$ cat src/rtl/fb_stream_reader.sv
// Framebuffer read streamer: walks a BRAM address range with one-cycle-latency reads
// and presents the pixels as a valid/ready stream through a 2-entry skid FIFO.
module fb_stream_reader #(
  parameter int unsigned ADDR_BITS = 8,
  parameter int unsigned LEN_BITS  = ADDR_BITS + 1
) (
  input  logic                 clk,
  input  logic                 rst,
  input  logic                 start,
  input  logic [ADDR_BITS-1:0] base_addr,
  input  logic [LEN_BITS-1:0]  len,
  output logic                 busy,
  output logic                 done,
  output logic [ADDR_BITS-1:0] raddr,
  output logic                 ren,
  input  logic [15:0]          rdata,
  output logic [15:0]          pix_data,
  output logic                 pix_valid,
  input  logic                 pix_ready,
  output logic                 pix_last
);

  typedef enum logic [1:0] {S_IDLE, S_STREAM, S_DRAIN, S_FIN} state_t;

  state_t               state_q, state_d;
  logic [ADDR_BITS-1:0] base_q, base_d;
  logic [LEN_BITS-1:0]  len_q, len_d;
  logic [LEN_BITS-1:0]  issued_q, issued_d;
  logic [LEN_BITS-1:0]  delivered_q, delivered_d;
  logic [1:0]           occ_q, occ_d;
  logic                 inflight_q, inflight_d;
  logic [15:0]          e0_q, e0_d;
  logic [15:0]          e1_q, e1_d;
  logic [ADDR_BITS-1:0] raddr_q, raddr_d;
  logic                 pop;
  logic                 room;

  // State register and datapath flops
  always_ff @(posedge clk or posedge rst) begin
    if (rst) begin
      state_q     <= S_IDLE;
      base_q      <= '0;
      len_q       <= '0;
      issued_q    <= '0;
      delivered_q <= '0;
      occ_q       <= '0;
      inflight_q  <= 1'b0;
      e0_q        <= '0;
      e1_q        <= '0;
      raddr_q     <= '0;
    end else begin
      state_q     <= state_d;
      base_q      <= base_d;
      len_q       <= len_d;
      issued_q    <= issued_d;
      delivered_q <= delivered_d;
      occ_q       <= occ_d;
      inflight_q  <= inflight_d;
      e0_q        <= e0_d;
      e1_q        <= e1_d;
      raddr_q     <= raddr_d;
    end
  end

  // Next-state logic
  always_comb begin
    state_d = state_q;
    case (state_q)
      S_IDLE: begin
        if (start) state_d = (len == '0) ? S_FIN : S_STREAM;
      end
      S_STREAM: begin
        if (ren && (issued_q + LEN_BITS'(1) == len_q)) state_d = S_DRAIN;
      end
      S_DRAIN: begin
        if (pop && (delivered_q + LEN_BITS'(1) == len_q)) state_d = S_FIN;
      end
      S_FIN:   state_d = S_IDLE;
      default: state_d = S_IDLE;
    endcase
  end

  // Outputs; the read is throttled so FIFO plus in-flight read never exceeds two pixels
  always_comb begin
    pix_valid = (occ_q != 2'd0);
    pix_data  = e0_q;
    pop       = pix_valid & pix_ready;
    room      = (({1'b0, occ_q} + {2'b00, inflight_q} - {2'b00, pop}) < 3'd2);
    ren       = (state_q == S_STREAM) && (issued_q < len_q) && room;
    raddr     = ren ? (base_q + ADDR_BITS'(issued_q)) : raddr_q;
    busy      = (state_q != S_IDLE);
    done      = (state_q == S_FIN);
    pix_last  = pix_valid && (delivered_q == len_q - LEN_BITS'(1));
  end

  // Counters and shift-style skid FIFO (entry 0 is always the head)
  always_comb begin
    base_d      = base_q;
    len_d       = len_q;
    issued_d    = issued_q;
    delivered_d = delivered_q;
    occ_d       = occ_q;
    e0_d        = e0_q;
    e1_d        = e1_q;
    raddr_d     = raddr_q;
    inflight_d  = ren;

    if ((state_q == S_IDLE) && start) begin
      base_d      = base_addr;
      len_d       = len;
      issued_d    = '0;
      delivered_d = '0;
    end
    if (ren) begin
      issued_d = issued_q + LEN_BITS'(1);
      raddr_d  = raddr;
    end
    if (pop) delivered_d = delivered_q + LEN_BITS'(1);

    case ({inflight_q, pop})
      2'b10: begin
        if (occ_q == 2'd0) e0_d = rdata;
        else               e1_d = rdata;
        occ_d = occ_q + 2'd1;
      end
      2'b01: begin
        e0_d  = e1_q;
        occ_d = occ_q - 2'd1;
      end
      2'b11: begin
        if (occ_q == 2'd1) begin
          e0_d = rdata;
        end else begin
          e0_d = e1_q;
          e1_d = rdata;
        end
      end
      default: ;
    endcase
  end

endmodule

$ cat config.mk
export PLATFORM = sky130hd
export DESIGN_NAME = fb_stream_reader
export DESIGN_NICKNAME = d
export VERILOG_FILES = /design/src/rtl/fb_stream_reader.sv
export SDC_FILE = /design/constraint.sdc
export NUM_CORES = 1
export LEC_CHECK = 0
export CAP_MARGIN = 25
export CORE_MARGIN = 1
export CORE_UTILIZATION = 30
export CTS_CLUSTER_SIZE = 28
export DETAILED_ROUTE_END_ITERATION = 16
export GPL_TIMING_DRIVEN = 0
export PLACE_DENSITY = 0.52
export SYNTH_ARGS = -nofsm -noshare
export SYNTH_HDL_FRONTEND = slang
export SYNTH_SLANG_ARGS = --single-unit
$ cat constraint.sdc
create_clock -name clk -period 7.4 [get_ports clk]
set_input_delay 0.74 -clock clk [delete_from_list [all_inputs] [get_ports clk]]
set_output_delay 0.74 -clock clk [all_outputs]
set_load 0.02 [all_outputs]
==> impl_metrics.py <==
metrics = {
    "outcome": {
        "run_status": "complete, no violations",
    },
    "cells_and_area": {
        "antenna_cells_inserted": 0,
        "multi_input_area_sq_um": 2510,
        "final-instance-count-excl-fill": 785,
        "layout-area-overhead-vs-synth_pct": 26.4,
        "regArea_sq_um": 2000,
        "drive_above_1_share_pct": 10.3,
        "design.final.nets": 634,
        "fill_count": 1558,
    },
    "detailed_routing": {
        "dr_total_vias": 3812,
        "final_antenna_net_count": 0,
        "detail_route.iter0.violations": 189,
        "drt_pre_antenna_iters": 4,
        "route.detailed.drc": 0,
        "wire_per_inst_um": 14.7,
        "routed_via_density": 4.86,
        "wl_um": 11500,
    },
    "synth": {
        "arithmetic_cell_share_of_the_synthesized_area_counting_full_adders_half_adders_and_majority_gates_pct": 7.71,
        "synth_compound_area_share_pct": 15.0,
        "dominant_combinational_cell_family_by_area_after_synthesis": "compound AO/OA/AOI/OAI gates",
        "postSynth.asyncResetShare_pct": 100,
        "number_of_cells_produced_by_synthesis": 492,
        "synth.yosys.seq_area_share_pct": 42.2,
        "biggest_area_contributors_in_the_synthesized_netlist": "sky130_fd_sc_hd__dfrtp_1 42%, sky130_fd_sc_hd__ha_1 6.9%, sky130_fd_sc_hd__o21ai_0 6.7%, sky130_fd_sc_hd__mux2_2 5.5%, sky130_fd_sc_hd__nand2_1 4.8%",
        "ys_dominant_reg_cell": "sky130_fd_sc_hd__dfrtp_1",
        "synthSimpleGateAreaFrac_pct": 13.7,
        "syn-mean-instance-area_sq_um": 9.63,
        "synth.yosys.warnings": 0,
        "synth_mux_area_share_pct": 9.90,
        "synth-xor-area-share_pct": 6.65,
        "synth-seq-cells": 80,
        "synth_top_area_share_pct": 42.2,
        "synth.largest_area_cell": "sky130_fd_sc_hd__dfrtp_1",
        "synth_enable_flop_cells": 0,
        "ys_types": 53,
        "synthesis.nets": 557,
        "syn_std_cell_area_sq_um": 4740,
    },
    "placed_design": {
        "placed_cells": 769,
        "place_hpwl_um": 8460,
        "gpl.final_weighted_congestion": 0.807,
        "numPortBuffers": 65,
    },
    "clock_network": {
        "post_cts.resized_instances": 0,
        "cts-root-buf": "sky130_fd_sc_hd__clkbuf_16",
        "cts_num_sinks": 80,
        "path_clk_slew_ns": 0.06,
        "tritoncts": "built",
        "cts_max_path_buffers": 2,
        "cts_htree_levels": 3,
        "tritoncts.num_buffers": 9,
        "cts.repair_timing.setup_buffer_count": 0,
        "cts_hold_buf": 0,
        "worst_skew_pair.late_latency_ns": 0.34,
    },
    "die": {
        "design.die.area_sq_um": 16300,
        "ioPinCount": 66,
        "floorplan.die.width_um": 128,
        "num_rows": 45,
        "effective_utilization_at_floorplan_pct": 30.9,
        "fp.dieH_um": 128,
        "fp.coreArea_sq_um": 15300,
    },
    "grt": {
        "grt_max_degree": 43,
        "number_of_global_route_vias_before_repair": 3820,
        "wire_length_of_the_first_global_routing_pass_um": 19300,
        "gr_overflow_total": 0,
        "grt_antenna_before_repair": 0,
        "global_routing_usage_summed_across_all_routing_layers_pct": 15.3,
    },
    "timing": {
        "fin_skew_ns": 0.00791,
        "timing.final.setup_violations": 0,
        "timing_max_transition_violations_final": 0,
        "maxSlewHeadroom_pct": 57.8,
        "max_freq_mhz": 183,
        "layout_min_cycle_time_ns": 5.47,
        "worst_pin_slew_ns": 0.627,
        "finalSetupTns_ns": 0,
        "timing.final.crit_share_pct": 74.0,
        "grt_setup_unrepaired": "no",
        "number_of_failing_hold_endpoints_at_the_final_stage": 0,
    },
    "worst_hold_path": {
        "hp-class": "reg -> reg",
    },
    "pwr": {
        "power_density_relative_to_cell_area_nw_per_um2": 410,
        "peakVddDrop_mv": 0.164,
        "leakagePower_nw": 2.60,
        "report.power.total_mw": 2.45,
    },
    "job": {
        "timing.max_cap.violations": 0,
    },
    "critical_path": {
        "cp.required_ns": 6.66,
        "worst-setup-path-type": "in -> out",
        "timing.critical_path.fanout_max": 10,
        "worst_ep_arrival_time_ns": 4.73,
        "startpoint_type": "input pin",
        "setup_crit_end_kind": "output port",
        "regToRegSetupSlack_ns": 3.70,
    },
}
-- path summary, 6_finish.rpt --
path / start / to / cells after the start
worst max-delay path: pix_ready / raddr[0] / 15
worst min-delay path: raddr_q[7] / raddr_q[7] / 2
worst max register to register: occ_q[1] / issued_q[7] / 15
worst min register to register: raddr_q[7] / raddr_q[7] / 2
max in group asynchronous: rst / pix_data[13] / 3
min in group asynchronous: rst / base_q[6] / 2
-- critical path: stages --
cell	delay, ns
sky130_fd_sc_hd__clkdlybuf4s50_1	0.51
sky130_fd_sc_hd__nor2b_1	0.32
sky130_fd_sc_hd__clkbuf_1	0.40
sky130_fd_sc_hd__nor2_1	0.10
sky130_fd_sc_hd__o21ai_0	0.23
sky130_fd_sc_hd__fa_1	0.47
sky130_fd_sc_hd__nand3b_1	0.11
sky130_fd_sc_hd__a21oi_1	0.05
sky130_fd_sc_hd__nand2_1	0.10
sky130_fd_sc_hd__or2_2	0.12
sky130_fd_sc_hd__clkbuf_1	0.37
sky130_fd_sc_hd__clkbuf_1	0.39
sky130_fd_sc_hd__nand2_1	0.13
sky130_fd_sc_hd__nand2_1	0.09
sky130_fd_sc_hd__clkdlybuf4s50_1	0.59
-- cell type report --
cell class / instances / share of cell area, %
multi-input combinational: 364 / 41.9
timing repair buffer: 66 / 11.2
tap: 211 / 4.41
inverter: 25 / 1.61
sequential: 80 / 33.4
clock buffer: 9 / 3.76
clock inverter: 7 / 1.46
buffer: 23 / 2.26
-- through the flow --
stage / area (sq um) / hold WS, ns / util [%] / setup slack [ns]
floorplan: 4740 / 0.439 / - / 3.43
global placement: 5650 / 0.454 / 36.9 / 1.94
detailed placement: 5680 / 0.458 / 37.1 / 1.92
CTS: 5990 / 0.474 / 39.1 / 1.87
global route: 5990 / 0.496 / 39.1 / 1.54
finish: 5990 / 0.472 / 39.1 / 1.93
-- registers in the layout, indices dropped and copies added, names as in the netlist --
register / flops
pix_data: 16
e1_q: 16
inflight_q: 1
len_q: 9
raddr_q: 8
state_q: 2
issued_q: 9
base_q: 8
delivered_q: 9
occ_q: 2
-- synth_stat cells, types with 4 or more instances --
master / number
sky130_fd_sc_hd__a21oi_1: 14
sky130_fd_sc_hd__a22o_1: 5
sky130_fd_sc_hd__and3_1: 5
sky130_fd_sc_hd__clkbuf_1: 15
sky130_fd_sc_hd__dfrtp_1: 80
sky130_fd_sc_hd__ha_1: 26
sky130_fd_sc_hd__inv_1: 25
sky130_fd_sc_hd__mux2_2: 23
sky130_fd_sc_hd__mux2i_1: 21
sky130_fd_sc_hd__nand2_1: 60
sky130_fd_sc_hd__nand3_1: 12
sky130_fd_sc_hd__nand4_1: 6
sky130_fd_sc_hd__nor2_1: 27
sky130_fd_sc_hd__nor3_1: 11
sky130_fd_sc_hd__o21a_1: 4
sky130_fd_sc_hd__o21ai_0: 63
sky130_fd_sc_hd__xnor2_1: 20
sky130_fd_sc_hd__xor2_1: 16
-- per-layer routing --
layer  part of all wire (%)  vias up  GRT usage, %
met1                     50     1852          20.1
met5                      0        -             0
met3                    2.9        8          3.51
met2                     46       67          24.9
met4                    1.3        0          4.84
li1                       -     1885             -
-- kinds of logic (layout without fill, tap and decap cells) --
group | Yosys count | count (layout)
mux | 44 | 44
buf+inv | 48 | 130
xor+xnor | 36 | 36
fa+ha+maj | 28 | 28
compound gates | 116 | 116
flops | 80 | 80
simple gates | 140 | 140
-- power breakdown --
group / internal, mW / switching (mW)
registers: 0.620 / 0.125
clock network: 0.269 / 0.198
logic: 0.561 / 0.682
total: 1.45 / 1.01
-- cell usage in the layout (no fill, tap or decap), types with 3 or more instances in the layout --
cell type | synthesis | layout
sky130_fd_sc_hd__clkbuf_1 | 15 | 15
sky130_fd_sc_hd__clkinv_4 | 0 | 3
sky130_fd_sc_hd__inv_1 | 25 | 24
sky130_fd_sc_hd__dfrtp_1 | 80 | 80
sky130_fd_sc_hd__nor2_1 | 27 | 27
sky130_fd_sc_hd__ha_1 | 26 | 26
sky130_fd_sc_hd__nor3_1 | 11 | 11
sky130_fd_sc_hd__or4_1 | 3 | 3
sky130_fd_sc_hd__nand4_1 | 6 | 6
sky130_fd_sc_hd__and3_1 | 5 | 5
sky130_fd_sc_hd__nor2b_1 | 3 | 3
sky130_fd_sc_hd__clkdlybuf4s50_1 | 0 | 65
sky130_fd_sc_hd__o211ai_1 | 3 | 3
sky130_fd_sc_hd__clkbuf_16 | 0 | 9
sky130_fd_sc_hd__mux2i_1 | 21 | 21
sky130_fd_sc_hd__a21o_1 | 3 | 3
sky130_fd_sc_hd__xor2_1 | 16 | 16
sky130_fd_sc_hd__nand2_1 | 60 | 60
sky130_fd_sc_hd__clkbuf_8 | 3 | 3
sky130_fd_sc_hd__o31ai_1 | 3 | 3
sky130_fd_sc_hd__a22o_1 | 5 | 5
sky130_fd_sc_hd__o21ai_0 | 63 | 63
sky130_fd_sc_hd__nand3_1 | 12 | 12
sky130_fd_sc_hd__mux2_2 | 23 | 23
sky130_fd_sc_hd__a21oi_1 | 14 | 14
sky130_fd_sc_hd__o21a_1 | 4 | 4
sky130_fd_sc_hd__xnor2_1 | 20 | 20
sky130_fd_sc_hd__a211oi_1 | 3 | 3
Note: power is estimated with default switching activity, not from simulation.
